[src/rtl/led_ws2812_chain.sv]
// WS2812 (Neopixel) chain driver.
// Fetches each LED colour through a request/response handshake, serialises it as
// 24 GRB bits (MSB first) with WS2812 pulse timing, then holds the line low for the
// latch gap. Refreshes the chain continuously while enable_i is high.
//
// Ports:
//   clk_i                 system clock (50MHz)
//   reset_ni              asynchronous active-low reset
//   enable_i              high: refresh the chain continuously
//   led_data_valid_i      one-cycle colour response strobe
//   led_data_red_i        red byte for the requested LED
//   led_data_green_i      green byte for the requested LED
//   led_data_blue_i       blue byte for the requested LED
//   led_request_valid_o   colour request outstanding
//   led_request_number_o  index of the requested LED
//   led_request_last_o    requested LED is the last one in the chain
//   led_chain_o           serial data, active high
//   frame_done_o          one-cycle pulse on the final cycle of the latch gap
module led_ws2812_chain #(
   parameter int unsigned NumLeds     = 8,
   parameter int unsigned BitCycles   = 63,
   parameter int unsigned T0hCycles   = 18,
   parameter int unsigned T1hCycles   = 35,
   parameter int unsigned ResetCycles = 3000
) (
   input  logic       clk_i,
   input  logic       reset_ni,
   input  logic       enable_i,
   input  logic       led_data_valid_i,
   input  logic [7:0] led_data_red_i,
   input  logic [7:0] led_data_green_i,
   input  logic [7:0] led_data_blue_i,
   output logic       led_request_valid_o,
   output logic [7:0] led_request_number_o,
   output logic       led_request_last_o,
   output logic       led_chain_o,
   output logic       frame_done_o
);

   typedef enum logic [1:0] {StIdle, StRequest, StSend, StGap} state_e;

   localparam logic [15:0] BitLast = 16'(BitCycles - 1);
   localparam logic [15:0] GapLast = 16'(ResetCycles - 1);
   localparam logic [15:0] T0h     = 16'(T0hCycles);
   localparam logic [15:0] T1h     = 16'(T1hCycles);
   localparam logic [7:0]  LedLast = 8'(NumLeds - 1);

   state_e      state_q, state_d;
   logic        req_valid_q, req_valid_d;
   logic [7:0]  req_num_q, req_num_d;
   logic [23:0] shift_q, shift_d;
   logic [4:0]  bit_idx_q, bit_idx_d;
   logic [15:0] cnt_q, cnt_d;
   logic        chain_q, chain_d;

   always_comb begin
      state_d     = state_q;
      req_valid_d = req_valid_q;
      req_num_d   = req_num_q;
      shift_d     = shift_q;
      bit_idx_d   = bit_idx_q;
      cnt_d       = cnt_q;

      unique case (state_q)
         StIdle: begin
            if (enable_i) begin
               req_num_d   = 8'd0;
               req_valid_d = 1'b1;
               state_d     = StRequest;
            end
         end
         StRequest: begin
            if (led_data_valid_i) begin
               shift_d     = {led_data_green_i, led_data_red_i, led_data_blue_i};
               bit_idx_d   = 5'd0;
               cnt_d       = 16'd0;
               req_valid_d = 1'b0;
               state_d     = StSend;
            end
         end
         StSend: begin
            cnt_d = cnt_q + 16'd1;
            if (cnt_q == BitLast) begin
               cnt_d = 16'd0;
               if (bit_idx_q == 5'd23) begin
                  if (req_num_q < LedLast) begin
                     req_num_d   = req_num_q + 8'd1;
                     req_valid_d = 1'b1;
                     state_d     = StRequest;
                  end else begin
                     state_d = StGap;
                  end
               end else begin
                  bit_idx_d = bit_idx_q + 5'd1;
                  shift_d   = {shift_q[22:0], 1'b0};
               end
            end
         end
         StGap: begin
            cnt_d = cnt_q + 16'd1;
            if (cnt_q == GapLast) begin
               cnt_d   = 16'd0;
               state_d = StIdle;
            end
         end
         default: state_d = StIdle;
      endcase

      // Output registered from next-state values so the line is glitch-free and aligned
      // with the bit counter.
      chain_d = (state_d == StSend) && (cnt_d < (shift_d[23] ? T1h : T0h));
   end

   always_ff @(posedge clk_i or negedge reset_ni) begin
      if (!reset_ni) begin
         state_q     <= StIdle;
         req_valid_q <= 1'b0;
         req_num_q   <= 8'd0;
         shift_q     <= 24'd0;
         bit_idx_q   <= 5'd0;
         cnt_q       <= 16'd0;
         chain_q     <= 1'b0;
      end else begin
         state_q     <= state_d;
         req_valid_q <= req_valid_d;
         req_num_q   <= req_num_d;
         shift_q     <= shift_d;
         bit_idx_q   <= bit_idx_d;
         cnt_q       <= cnt_d;
         chain_q     <= chain_d;
      end
   end

   assign led_request_valid_o  = req_valid_q;
   assign led_request_number_o = req_num_q;
   assign led_request_last_o   = (req_num_q == LedLast);
   assign led_chain_o          = chain_q;
   assign frame_done_o         = (state_q == StGap) && (cnt_q == GapLast);

endmodule

[config.mk]
export PLATFORM = sky130hd
export DESIGN_NAME = led_ws2812_chain
export DESIGN_NICKNAME = d
export VERILOG_FILES = /design/src/rtl/led_ws2812_chain.sv
export SDC_FILE = /design/constraint.sdc
export NUM_CORES = 1
export LEC_CHECK = 0
export ABC_CLOCK_PERIOD_IN_PS = 6400
export CELL_PAD_IN_SITES_DETAIL_PLACEMENT = 0
export CELL_PAD_IN_SITES_GLOBAL_PLACEMENT = 1
export CORE_UTILIZATION = 47
export DETAILED_ROUTE_END_ITERATION = 8
export PLACE_DENSITY_LB_ADDON = 0.1
export SLEW_MARGIN = 20
export SYNTH_ARGS = -nofsm -noshare
export SYNTH_HDL_FRONTEND = slang
export SYNTH_SLANG_ARGS = --single-unit
[constraint.sdc]
create_clock -name clk_i -period 6.4 [get_ports clk_i]
set_clock_uncertainty 0.05 [all_clocks]
set_input_delay 1.92 -clock clk_i [delete_from_list [all_inputs] [get_ports clk_i]]
set_output_delay 1.92 -clock clk_i [all_outputs]
set_load 0.03 [all_outputs]
==> impl_metrics.tcl, run 1 <==
set metrics [dict create \
    ir_drop_v 0.0000929 \
    routed_wl_um 8040 \
    synth_flop_cell "dfrtp_1" \
    clkSlewWorstSetupHoldPaths_ps 70 \
    synth.distinct_cells 72 \
    diodes 0 \
    antenna_left 0 \
    tns_ps 0 \
    insertion_delay_ps 340 \
    p_leak_nw 1.64 \
    yosysMostFrequentCell "dfrtp_1" \
    powerDensity_mw_per_mm2 200 \
    drive_gt1_frac 0.101 \
    hold_path_class "register to register" \
    crit_path_cell_trace "clkdlybuf4s50_1 -> nor2b_1 -> or2_2 -> a21oi_1 -> o22ai_1 -> ha_1 -> a221oi_1 -> o211ai_1 -> nor4b_1 -> nand4bb_1 -> nor3_2" \
    start_util 0.498 \
    synth.area.top_cells "dfrtp_1 41%, o31ai_1 5.4%, a22oi_1 5.2%" \
    cts.sinks 57 \
    port_buffers 39 \
    nets 441 \
    grt_max_degree 58 \
    required_ps 6610 \
    dieArea_sq_mm 0.00771 \
    syn-cell-area_sq_mm 0.00346 \
    via_per_inst 6.01 \
    synth_area_per_cell_sq_um 9.33 \
    regArea_sq_mm 0.00143 \
    fillers 608 \
    grt_usage 0.229 \
    dr_total_vias 3018 \
    clk_path_buf_depth 2 \
    gp_congestion 0.854 \
    root_buffer "clkbuf_8" \
    drv_cap 0 \
    antenna_found_initial 0 \
    areaGrowthSynthToFinish_pct 18.9 \
    dr.pass1.iters 5 \
    grt_pass1_wl_um 13700 \
    yosysTopAreaCell "dfrtp_1" \
    synth_common_cells "57 x dfrtp_1, 46 x nand2_1, 25 x o31ai_1" \
    crit_slowest_cell "clkdlybuf4s50_1" \
    fp.coreArea_sq_mm 0.00694 \
    dieWidth_um 87.8 \
    grt_pass1_vias 2795 \
    pre_cts_ws_ps 1470 \
    io_pins 40 \
    cts.htree.levels 3 \
    cts_setup_buffers 0 \
    run_status "finished clean" \
    finalCriticalPeriod_ps 4640 \
    dieHeight_um 87.8 \
    worst_slack_ps 1760 \
    critPathLaunchType "primary input" \
    rsz0062_at_grt "no" \
    synthArstFlopShare 1.00 \
    cts_tree "built" \
    rows 30 \
    tightest_slew_ps 766 \
    drt_iter0_drc 184 \
    slew_violations 0 \
    yosysTopAreaCellShare 0.412 \
    drc 0 \
    ys_seq_area_frac 0.412 \
    relSlewSlack 0.489 \
    globalRouteOverflowTotal 0 \
    critPathMaxStageDelay_ps 450 \
    synth_nets 411 \
    critical_path_class "primary input to register" \
    wl_per_cell_um 16.0 \
    max_freq_mhz 216 \
    cts_buffers 9 \
    crit_fanout 16 \
    finalSetupViolCount 0 \
    synth_cells 371 \
    hold_buffers 0 \
    yosys_register_bits 57 \
    end_kind "register" \
    arrival_ps 4840 \
    multi_input_area_sq_mm 0.00185 \
    yosysWarnings 0 \
    post_cts_resized 0 \
    final.period_utilization 0.724 \
    post-dp-hpwl_um 5450 \
    synth_edf_count 0 \
    final_hold_viol_count 0 \
]
-- layout by cell type (no fill, tap or decap), drive strengths merged, types with 14 or more instances in the layout --
cell type      Yosys  routed
a21oi             14      14
a22oi             24      24
clkdlybuf4s50      0      38
dfrtp             57      57
nand2             47      47
nand3             15      15
nor2              21      21
o21ai             21      21
o31ai             25      25
-- cell families after synthesis --
family	count (synthesis)	synth area share
muxes	1	0.00289
adders and majority gates	12	0.0434
AOI/OAI and AO/OA	122	0.249
xor gates and xnor gates	4	0.0101
and+or+nand+nor	139	0.225
DFF	57	0.412
buffers and inverters	36	0.0571
-- path summary, 6_finish.rpt --
kind / to / cells after the start / start / slack, ps
setup / recovery: led_chain_o$_DFF_PN0_ / 11 / led_data_valid_i / 1760
hold / removal: shift_q[19]$_DFFE_PN0P_ / 2 / shift_q[19]$_DFFE_PN0P_ / 430
setup reg to reg: led_chain_o$_DFF_PN0_ / 13 / state_q[0]$_DFF_PN0_ / 2450
hold reg to reg: shift_q[19]$_DFFE_PN0P_ / 2 / shift_q[19]$_DFFE_PN0P_ / 430
max in group asynchronous: state_q[1]$_DFF_PN0_ / 2 / reset_ni / 4120
min in group asynchronous: cnt_q[12]$_DFF_PN0_ / 2 / reset_ni / 1650
-- registers in the layout, summed over array words and instances, names as in the netlist --
| name | count |
|---|---|
| bit_idx_q | 5 |
| cnt_q | 16 |
| led_chain_o | 1 |
| led_request_number_o | 8 |
| led_request_valid_o | 1 |
| shift_q | 24 |
| state_q | 2 |
-- per-layer routing --
metal	share of wire	up-vias	GRT usage
li1	-	1471	-
met1	0.48	1436	0.325
met2	0.46	101	0.352
met3	0.047	10	0.0368
met4	0.013	0	0.0894
met5	0	-	0
-- cell type report --
cell class              count  share of cell area
clock buffers              12              0.0401
clock inverters             4              0.0237
inverters                  12              0.0109
multi-input cells         278               0.448
flip-flops and latches     57               0.347
well taps                  96              0.0292
repair buffers             43               0.101
-- critical path: cells and delay by family --
kind,cells,cell delay [ps]
AOI/OAI and AO/OA,4,760
adders and majority gates,1,290
and+or+nand+nor,5,1420
buffers and inverters,1,450
-- power breakdown --
part / leakage (nW) / switching, mW / total, mW / internal, mW
sequential: 0.724 / 0 / 0.360 / 0.360
combinational: 0.789 / 0.00962 / 0.0243 / 0.0146
clock: 0.129 / 0.148 / 0.438 / 0.291
-- per-stage QoR --
step           area [sq um]  instances  hold WS, ps  total power, mW   util
3_5_place_dp           3850        486          418            0.392  0.555
5_1_grt                4120        502          455            0.849  0.593
3_3_place_gp           3850        486          413            0.392  0.555
2_1_floorplan          3460        371          399            0.367      -
4_1_cts                4120        502          434            0.830  0.593
6_report               4120        502          429            0.823  0.593
(Power assumes the default switching activity.)
==> inputs of run 2 (changes only) <==
- ABC_CLOCK_PERIOD_IN_PS: 6400 -> 4200
- CORE_UTILIZATION: 47 -> 39
- clock period: 6.4 -> 4.2 ns (I/O delays scaled with it)
==> impl_metrics.tcl, run 2 (synthesis results as in run 1) <==
set metrics [dict create \
    io_pins 40 \
    grt_usage 0.210 \
    worst_slack_ps 386 \
    tns_ps 0 \
    wl_per_cell_um 17.0 \
    post_cts_resized 0 \
    post-dp-hpwl_um 6150 \
    dieArea_sq_mm 0.00925 \
    critical_path_class "register to output port" \
    root_buffer "clkbuf_8" \
    clkPwrFrac 0.522 \
    areaGrowthSynthToFinish_pct 20.5 \
    finalCriticalPeriod_ps 3810 \
    rows 34 \
    antenna_left 0 \
    seqPwrFrac 0.448 \
    dr.pass1.iters 4 \
    hold_path_class "register to register" \
    swShare 0.200 \
    clk_path_buf_depth 2 \
    clkSlewWorstSetupHoldPaths_ps 70 \
    internal_power_mw 0.981 \
    drv_cap 0 \
    final-instance-count-excl-fill 522 \
    dieHeight_um 96.2 \
    largest_reg_flops 24 \
    slew_violations 0 \
    start_util 0.401 \
    arrival_ps 2500 \
    powerDensity_mw_per_mm2 294 \
    run_status "finished clean" \
    hold-worst-slack_ps 428 \
    tightest_slew_ps 868 \
    final.period_utilization 0.908 \
    grt_pass1_vias 2916 \
    hold_buffers 0 \
    largest-register "shift_q" \
    antenna_found_initial 0 \
    nets 449 \
    final_common_cell "dfrtp_1" \
    required_ps 2890 \
    comb_power_share 0.031 \
    cts.sinks 57 \
    fp.coreArea_sq_mm 0.00864 \
    cts.htree.levels 3 \
    globalRouteOverflowTotal 0 \
    gp_congestion 0.852 \
    cts_setup_buffers 0 \
    routed_wl_um 8880 \
    max_freq_mhz 262 \
    grt_pass1_wl_um 14800 \
    drive_gt1_frac 0.116 \
    dp.cells 506 \
    final_hold_viol_count 0 \
    end_kind "output port" \
    p_leak_nw 1.67 \
    dr_total_vias 3051 \
    final_cell_mix "57 x dfrtp_1, 46 x nand2_1, 38 x clkdlybuf4s50_1" \
    dieWidth_um 96.2 \
    via_per_inst 5.84 \
    crit_fanout 7 \
    ir_drop_v 0.000147 \
    insertion_delay_ps 340 \
    critPathLaunchType "register" \
    drc 0 \
    drt_iter0_drc 182 \
    cts_buffers 9 \
    finalSetupViolCount 0 \
    p_switching_mw 0.245 \
    diodes 0 \
    rsz0062_at_grt "no" \
    port_buffers 39 \
    relSlewSlack 0.421 \
    grt_max_degree 47 \
    cts_tree "built" \
    pre_cts_ws_ps 205 \
]
run 2: metal layers:
| layer | track usage | wire [um] |
|---|---|---|
| met3 | 0.0434 | 355 |
| met1 | 0.285 | 4240 |
| met2 | 0.324 | 4150 |
| met5 | 0 | 0 |
| met4 | 0.0858 | 133 |
run 2: path summary, 6_finish.rpt:
path                            slack (ps)                endpoint  cells after the start              startpoint
min in group asynchronous              970     cnt_q[12]$_DFF_PN0_                      1                reset_ni
worst min-delay path                   430  shift_q[1]$_DFFE_PN0P_                      2  shift_q[1]$_DFFE_PN0P_
worst max register to register         680   led_chain_o$_DFF_PN0_                     12    state_q[0]$_DFF_PN0_
worst min register to register         430  shift_q[1]$_DFFE_PN0P_                      2  shift_q[1]$_DFFE_PN0P_
worst max-delay path                   390            frame_done_o                      4     cnt_q[10]$_DFF_PN0_
max in group asynchronous             2310  shift_q[3]$_DFFE_PN0P_                      2                reset_ni
run 2: power groups by stage:
| stage | Clock, mW | Sequential, mW | Combinational [mW] |
|---|---|---|---|
| floorplan | 0 | 0.559 | 0.000588 |
| global placement | 0 | 0.559 | 0.0389 |
| detailed placement | 0 | 0.559 | 0.0390 |
| CTS | 0.657 | 0.549 | 0.0391 |
| global route | 0.687 | 0.548 | 0.0422 |
| finish | 0.639 | 0.549 | 0.0375 |
run 2: through the flow:
stage / util / total power [mW] / instance area [sq um]
after detailed placement: 0.455 / 0.598 / 3930
after CTS: 0.483 / 1.24 / 4170
after global placement: 0.455 / 0.598 / 3930
after floorplan: - / 0.560 / 3460
final: 0.483 / 1.23 / 4170
after global routing: 0.483 / 1.28 / 4170
run 2: worst max-delay path, stage by stage, from the launching register on:
cell and delay (ps):
dfrtp_1 480, nor4_4 450, nand3_1 220, nor3_1 290
clkdlybuf4s50_1 720
run 2: final cells by class:
class | instances | area (sq um)
tap | 108 | 135
clock buffer | 11 | 141
fill | 834 | 4460
timing repair buffer | 51 | 475
inverter | 12 | 45.0
multi-input combinational | 278 | 1850
sequential | 57 | 1430
clock inverter | 5 | 103
